### config.mk
export PLATFORM = sky130hd
export DESIGN_NAME = mux2_sel_flat
export DESIGN_NICKNAME = d
export VERILOG_FILES = /design/src/rtl/mux2_sel_if.sv /design/src/rtl/mux2_sel.sv /design/src/flat_wrapper.sv
export SDC_FILE = /design/constraint.sdc
export NUM_CORES = 1
export LEC_CHECK = 0
export CAP_MARGIN = 20
export CORE_AREA = 2 2 39 41
export DETAILED_ROUTE_END_ITERATION = 10
export DIE_AREA = 0 0 41 43
export GPL_ROUTABILITY_DRIVEN = 0
export GPL_TIMING_DRIVEN = 0
export HOLD_SLACK_MARGIN = 0.12
export SYNTH_ARGS = -nofsm -noshare
export SYNTH_HDL_FRONTEND = slang
export SYNTH_SLANG_ARGS = --single-unit
### constraint.sdc
create_clock -name clk -period 4.5 [get_ports clk]
set_input_delay 0.675 -clock clk [delete_from_list [all_inputs] [get_ports clk]]
set_output_delay 0.675 -clock clk [all_outputs]
set_load 0.05 [all_outputs]
### src/rtl/mux2_sel_if.sv
// Signal bundle for the mux2_sel selector: data/select inputs, combinational and
// registered results, and the select-toggle debug counter.
interface mux2_sel_if #(
  parameter int unsigned NBITS    = 1,
  parameter int unsigned CNT_BITS = 8
);
  logic [NBITS-1:0]    in0;
  logic [NBITS-1:0]    in1;
  logic                sel;
  logic [NBITS-1:0]    out;
  logic [NBITS-1:0]    out_reg;
  logic [CNT_BITS-1:0] sel_toggles;

  modport master (
    output in0, in1, sel,
    input  out, out_reg, sel_toggles
  );

  modport slave (
    input  in0, in1, sel,
    output out, out_reg, sel_toggles
  );
endinterface

### src/rtl/mux2_sel.sv
// 2:1 selector with a zero-latency combinational result, a registered copy of it,
// and a saturating counter of select changes for debug visibility.
module mux2_sel #(
  parameter int unsigned NBITS    = 1,
  parameter int unsigned CNT_BITS = 8
) (
  input  logic       clk,
  input  logic       reset_n,
  mux2_sel_if.slave  bus
);

  localparam logic [CNT_BITS-1:0] CNT_MAX = '1;

  logic [NBITS-1:0]    mux_c;
  logic [NBITS-1:0]    out_reg_d, out_reg_q;
  logic                sel_prev_d, sel_prev_q;
  logic [CNT_BITS-1:0] cnt_d, cnt_q;

  // Ternary keeps X on bits where the inputs differ and sel is unknown.
  assign mux_c = bus.sel ? bus.in1 : bus.in0;

  always_comb begin
    out_reg_d  = mux_c;
    sel_prev_d = bus.sel;
    cnt_d      = cnt_q;
    if ((bus.sel != sel_prev_q) && (cnt_q != CNT_MAX)) begin
      cnt_d = cnt_q + CNT_BITS'(1);
    end
  end

  always_ff @(posedge clk or negedge reset_n) begin
    if (!reset_n) begin
      out_reg_q  <= '0;
      sel_prev_q <= 1'b0;
      cnt_q      <= '0;
    end else begin
      out_reg_q  <= out_reg_d;
      sel_prev_q <= sel_prev_d;
      cnt_q      <= cnt_d;
    end
  end

  assign bus.out         = mux_c;
  assign bus.out_reg     = out_reg_q;
  assign bus.sel_toggles = cnt_q;

endmodule

### src/flat_wrapper.sv
// flat-port wrapper written by rule: the top's interface ports become plain ports
module mux2_sel_flat 
#(
  parameter int unsigned NBITS    = 1,
  parameter int unsigned CNT_BITS = 8
)
  (clk, reset_n, bus_in0, bus_in1, bus_sel, bus_out, bus_out_reg, bus_sel_toggles);
  mux2_sel_if #(.NBITS(NBITS), .CNT_BITS(CNT_BITS)) bus_i ();
  input  logic clk;
  input  logic reset_n;
  input wire logic [$bits(bus_i.in0)-1:0] bus_in0;
  input wire logic [$bits(bus_i.in1)-1:0] bus_in1;
  input wire logic [$bits(bus_i.sel)-1:0] bus_sel;
  output wire logic [$bits(bus_i.out)-1:0] bus_out;
  output wire logic [$bits(bus_i.out_reg)-1:0] bus_out_reg;
  output wire logic [$bits(bus_i.sel_toggles)-1:0] bus_sel_toggles;
  assign bus_i.in0 = bus_in0;
  assign bus_i.in1 = bus_in1;
  assign bus_i.sel = bus_sel;
  assign bus_out = bus_i.out;
  assign bus_out_reg = bus_i.out_reg;
  assign bus_sel_toggles = bus_i.sel_toggles;
  mux2_sel #(.NBITS(NBITS), .CNT_BITS(CNT_BITS)) u_core (.clk(clk), .reset_n(reset_n), .bus(bus_i));
endmodule
# Word-level counts from Yosys, hierarchy flattened
# Cells that the tools add are included.
# W data, S select, Z words.
dict set report classes {
  shift 0
  n_div 0
  add_sub_neg 1
  bitwise_logic 0
  reduce_logical 1
  mux 1
  n_mul 0
  magnitude_cmp 0
  eq_ne 2
}
# cell count
set op_table {}
lappend op_table {{$add A8 B1 Y8 const B} 1}
lappend op_table {{$ne A8 B8 Y1 const B} 1}
lappend op_table {{$logic_and A1 B1 Y1} 1}
lappend op_table {{$mux W1} 1}
lappend op_table {{$ne A1 B1 Y1} 1}
dict set report word_totals {
  latch_bits 0
  reg_bits 10
  memories 0
  in_bits 5
  romBits 0
  mem_bits_rw 0
}

# Logic depth before layout (Yosys ltp)
# Gate-level depths: netlist of run 1.
dict set report depth {
  word_depth 2
  ltp_mapped 5
  depth_no_buf 5
}

# Worst setup path before layout of run 1
# OpenSTA, ideal clock, no wires.
dict set report synth_path {
  path_type {input to output}
  from {input bus_sel}
  to {output bus_out}
  arrival_ns 1.112
  slack_ns 2.713
  t_required_ns 3.825
  stages 1
  cell_sequence {mux2_2}
}
dict set report synth_between {
  elab_chain_cells 1
}
# element line
set synth_lines {}
lappend synth_lines {{from (decl)} flat_wrapper.sv:13} ;# input wire logic [$bits(bus_i.sel)-1:0] bus_sel;
lappend synth_lines {{$mux W1} mux2_sel.sv:20} ;# assign mux_c = bus.sel ? bus.in1 : bus.in0;
lappend synth_lines {{to (decl)} flat_wrapper.sv:14} ;# output wire logic [$bits(bus_i.out)-1:0] bus_out;
# Every way passes these cells.

# Worst setup path in the final report of run 1
# Ends and elaborated chain as after synthesis.

==> flow_summary.yaml, run 1 <==
outcome:
  status: "completed"
floorplanning:
  ios: 15
  placementRows: 14
  die_w_um: 41
  initial_core_util_pct: 34.00
  dieArea_um2: 1763
  coreArea_um2: 1384
  die_height_um: 43
timing:
  min_period_over_period_pct: 65.84
  tightest_slew_ps: 497.9
  setup-tns-final_ps: 0
  finalHoldViolations: 0
  maxSlewHeadroom_pct: 66.70
  fmax_mhz: 337.5
  postLayoutSetupSlackWorst_ps: 1537
  drv_slew: 0
  skew_ps: 6.439
  setup_viol: 0
  fin_crit_ps: 2963
  rsz0062_at_grt: "false"
critical_path:
  cp-start-kind: "primary input"
  cp_cell_sequence: "clkdlybuf4s50_1 > mux2_2 > clkdlybuf4s50_1"
  end_kind: "output port"
  required_ps: 3830
  crit_fanout: 3
  arrival_ps: 2290
  cp_num_buf_inv: 2
  path_class: "primary input to output port"
  cp_top_family: "buffers and inverters"
  max_stage_delay_ps: 700
  cpMostUsedCell: "clkdlybuf4s50_1"
  crit_slowest_cell: "clkdlybuf4s50_1"
logic_synthesis:
  synth_compound_area_share_pct: 6.649
  yosys.area_share.xor_xnor_pct: 9.043
  ys_types: 20
  synth_sequential_area_ratio_pct: 53.19
  synth_top_family_by_area: "simple AND/OR/NAND/NOR gates"
  yosys.area_share.simple_pct: 15.69
  synth_area_per_cell_um2: 12.38
  synth.area.mux_share_pct: 12.77
  ys_seq_elements: 10
  syn-cell-area_um2: 470.5
  syn-num-nets: 44
  ys_warn_count: 0
  synthAdderAreaFrac_pct: 2.660
  synthCells: 38
power_and_ir_drop:
  p_per_area_nw_per_um2: 747.2
  switching_share_pct: 46.16
  power_frac_clock_pct: 16.1
  vdd_drop_max_mv: 0.3910
  p_int_w: 0.0002683
  p_switching_w: 0.0002300
  pwr-share-comb_pct: 51.7
  p_leak_nw: 0.2729
  power.share.sequential_pct: 32.2
global_routing:
  grt.overflow.total: 0
  antenna_found_initial: 0
  grt_usage_pct: 12.56
  grt_first_pass_wirelength_mm: 1.421
  grt_max_degree: 11
  grt_pass1_vias: 342
clock_network:
  cts_tree: "built"
  clockRootBuffer: "clkbuf_4"
  clock_sinks: 10
  cts_resized: 0
  cts_buffer_depth: 2
  postCtsHoldBufs: 0
  cts_setup_buffers: 0
  htreeDepth: 1
  clk_latency_ps: 270
  numCtsBuffers: 3
  clk_pin_slew_ps: 70
routing:
  viasPerCell: 4.875
  antenna_left: 0
  wl_um: 815
  firstDrtPassIters: 6
  avgRoutedWirePerCell_um: 11.32
  post-route-drc-count: 0
  first_iter_violations: 10
  num_vias: 351
placed_design:
  dp_hpwl_um: 617.5
  portBuffers: 14
  dp_slack_ps: 1536
final_layout:
  area_delta_synth_final_pct: 41.76
  mostFrequentLayoutCells: "14 x clkdlybuf4s50_1, 10 x dfrtp_1, 5 x nand2_1"
  drive_above_1_share_pct: 21.43
  antenna_cells: 0
  final_common_cell: "clkdlybuf4s50_1"
  largest_reg_flops: 8
  nNetsFinal: 63
  n_fill_cell: 134
flow_run:
  cap_violations: 0
min_path:
  hold_class: "register to register"
-- final cells by class --
class	instances	area, um2	area share (%)
Sequential cell	10	250.2	37.52
Multi-Input combinational cell	28	220.2	33.02
Timing Repair Buffer	14	140.1	21.01
Clock buffer	4	36.28	5.441
Tap cell	16	20.02	3.002
-- synthesized netlist by cell type (all sizes together) --
cell / number / area, um2
nand3: 2 / 15.01
dfrtp: 10 / 250.2
nand2b: 1 / 6.260
ha: 1 / 12.51
xnor2: 3 / 26.28
nor3: 1 / 10.01
and2b: 1 / 7.510
mux2: 5 / 60.05
o21ai: 2 / 13.76
nand2: 5 / 18.77
a21oi: 2 / 10.01
o21bai: 1 / 7.510
and3: 1 / 6.260
xor2: 1 / 16.27
nand4: 1 / 6.260
nor2: 1 / 3.750
-- power by group through the flow --
stage               logic (W)  clock network (W)  registers (W)
floorplan           0.0000686                  0       0.000266
global placement     0.000259                  0       0.000162
detailed placement   0.000258                  0       0.000163
CTS                  0.000260          0.0000820       0.000161
global route         0.000275          0.0000907       0.000168
finish               0.000258          0.0000802       0.000161
-- kinds of logic after synthesis --
family	after synthesis
AO/OA/AOI/OAI	5
XOR/XNOR	4
adder cells (fa/ha/maj)	1
flip-flops	10
multiplexers	5
AND/OR/NAND/NOR	13
-- worst reg2reg max path, stage by stage, from the launching register on --
cell     delay [ps]
dfrtp_1         430
ha_1            230
nand2_1         160
and2b_1         230
nand2_1          90
mux2_4          300
-- per-stage QoR --
step	hold slack, ps	instance area [um2]	power [W]	utilization, %	std cells
2_1_floorplan	379.4	470.5	0.0003350	-	38
3_3_place_gp	509.3	630.6	0.0004203	45.57	68
3_5_place_dp	524.4	630.6	0.0004209	45.57	68
4_1_cts	533.0	666.9	0.0005026	48.19	72
5_1_grt	565.5	666.9	0.0005333	48.19	72
6_report	526.8	666.9	0.0004983	48.19	72
-- worst paths after layout --
path,slack [ps],start,to,depth (start not counted)
worst max-delay path,1540,bus_sel,bus_out,3
worst min-delay path,530,u_core.bus.sel_toggles[4],u_core.bus.sel_toggles[4],1
worst max register to register,2950,u_core.bus.sel_toggles[0],u_core.bus.sel_toggles[6],5
worst min register to register,530,u_core.bus.sel_toggles[4],u_core.bus.sel_toggles[4],1
max in group asynchronous,3480,reset_n,u_core.bus.sel_toggles[1],1
min in group asynchronous,710,reset_n,u_core.bus.sel_toggles[3],1
-- per-layer routing --
layer / share of wire, % / GRT usage, % / wire length (um) / vias up
met3: 10 / 4.712 / 84 / 0
met5: 0 / 0 / 0 / -
met4: 0 / 8.000 / 0 / 0
li1: - / - / - / 167
met2: 48 / 16.25 / 392 / 18
met1: 41 / 17.01 / 338 / 166
Note: power is estimated with default switching activity, not from simulation.
==> inputs of run 2 (changes only) <==
Clock period 4.5 ns to 2.8 ns, I/O delays scaled along.
==> results of run 2 <==
Same layout as run 1 (identical final DEF). Status: completed.
Main changes from that run: setup slack after placement 1536 ps -> 346.3 ps; setup slack after layout 1537 ps -> 347.3 ps; hold slack 526.8 ps -> 457.4 ps; register-to-register setup slack 2950 ps -> 1250 ps; total power 0.0004983 W -> 0.0008008 W; worst IR drop on VDD 0.3910 mV -> 0.6284 mV
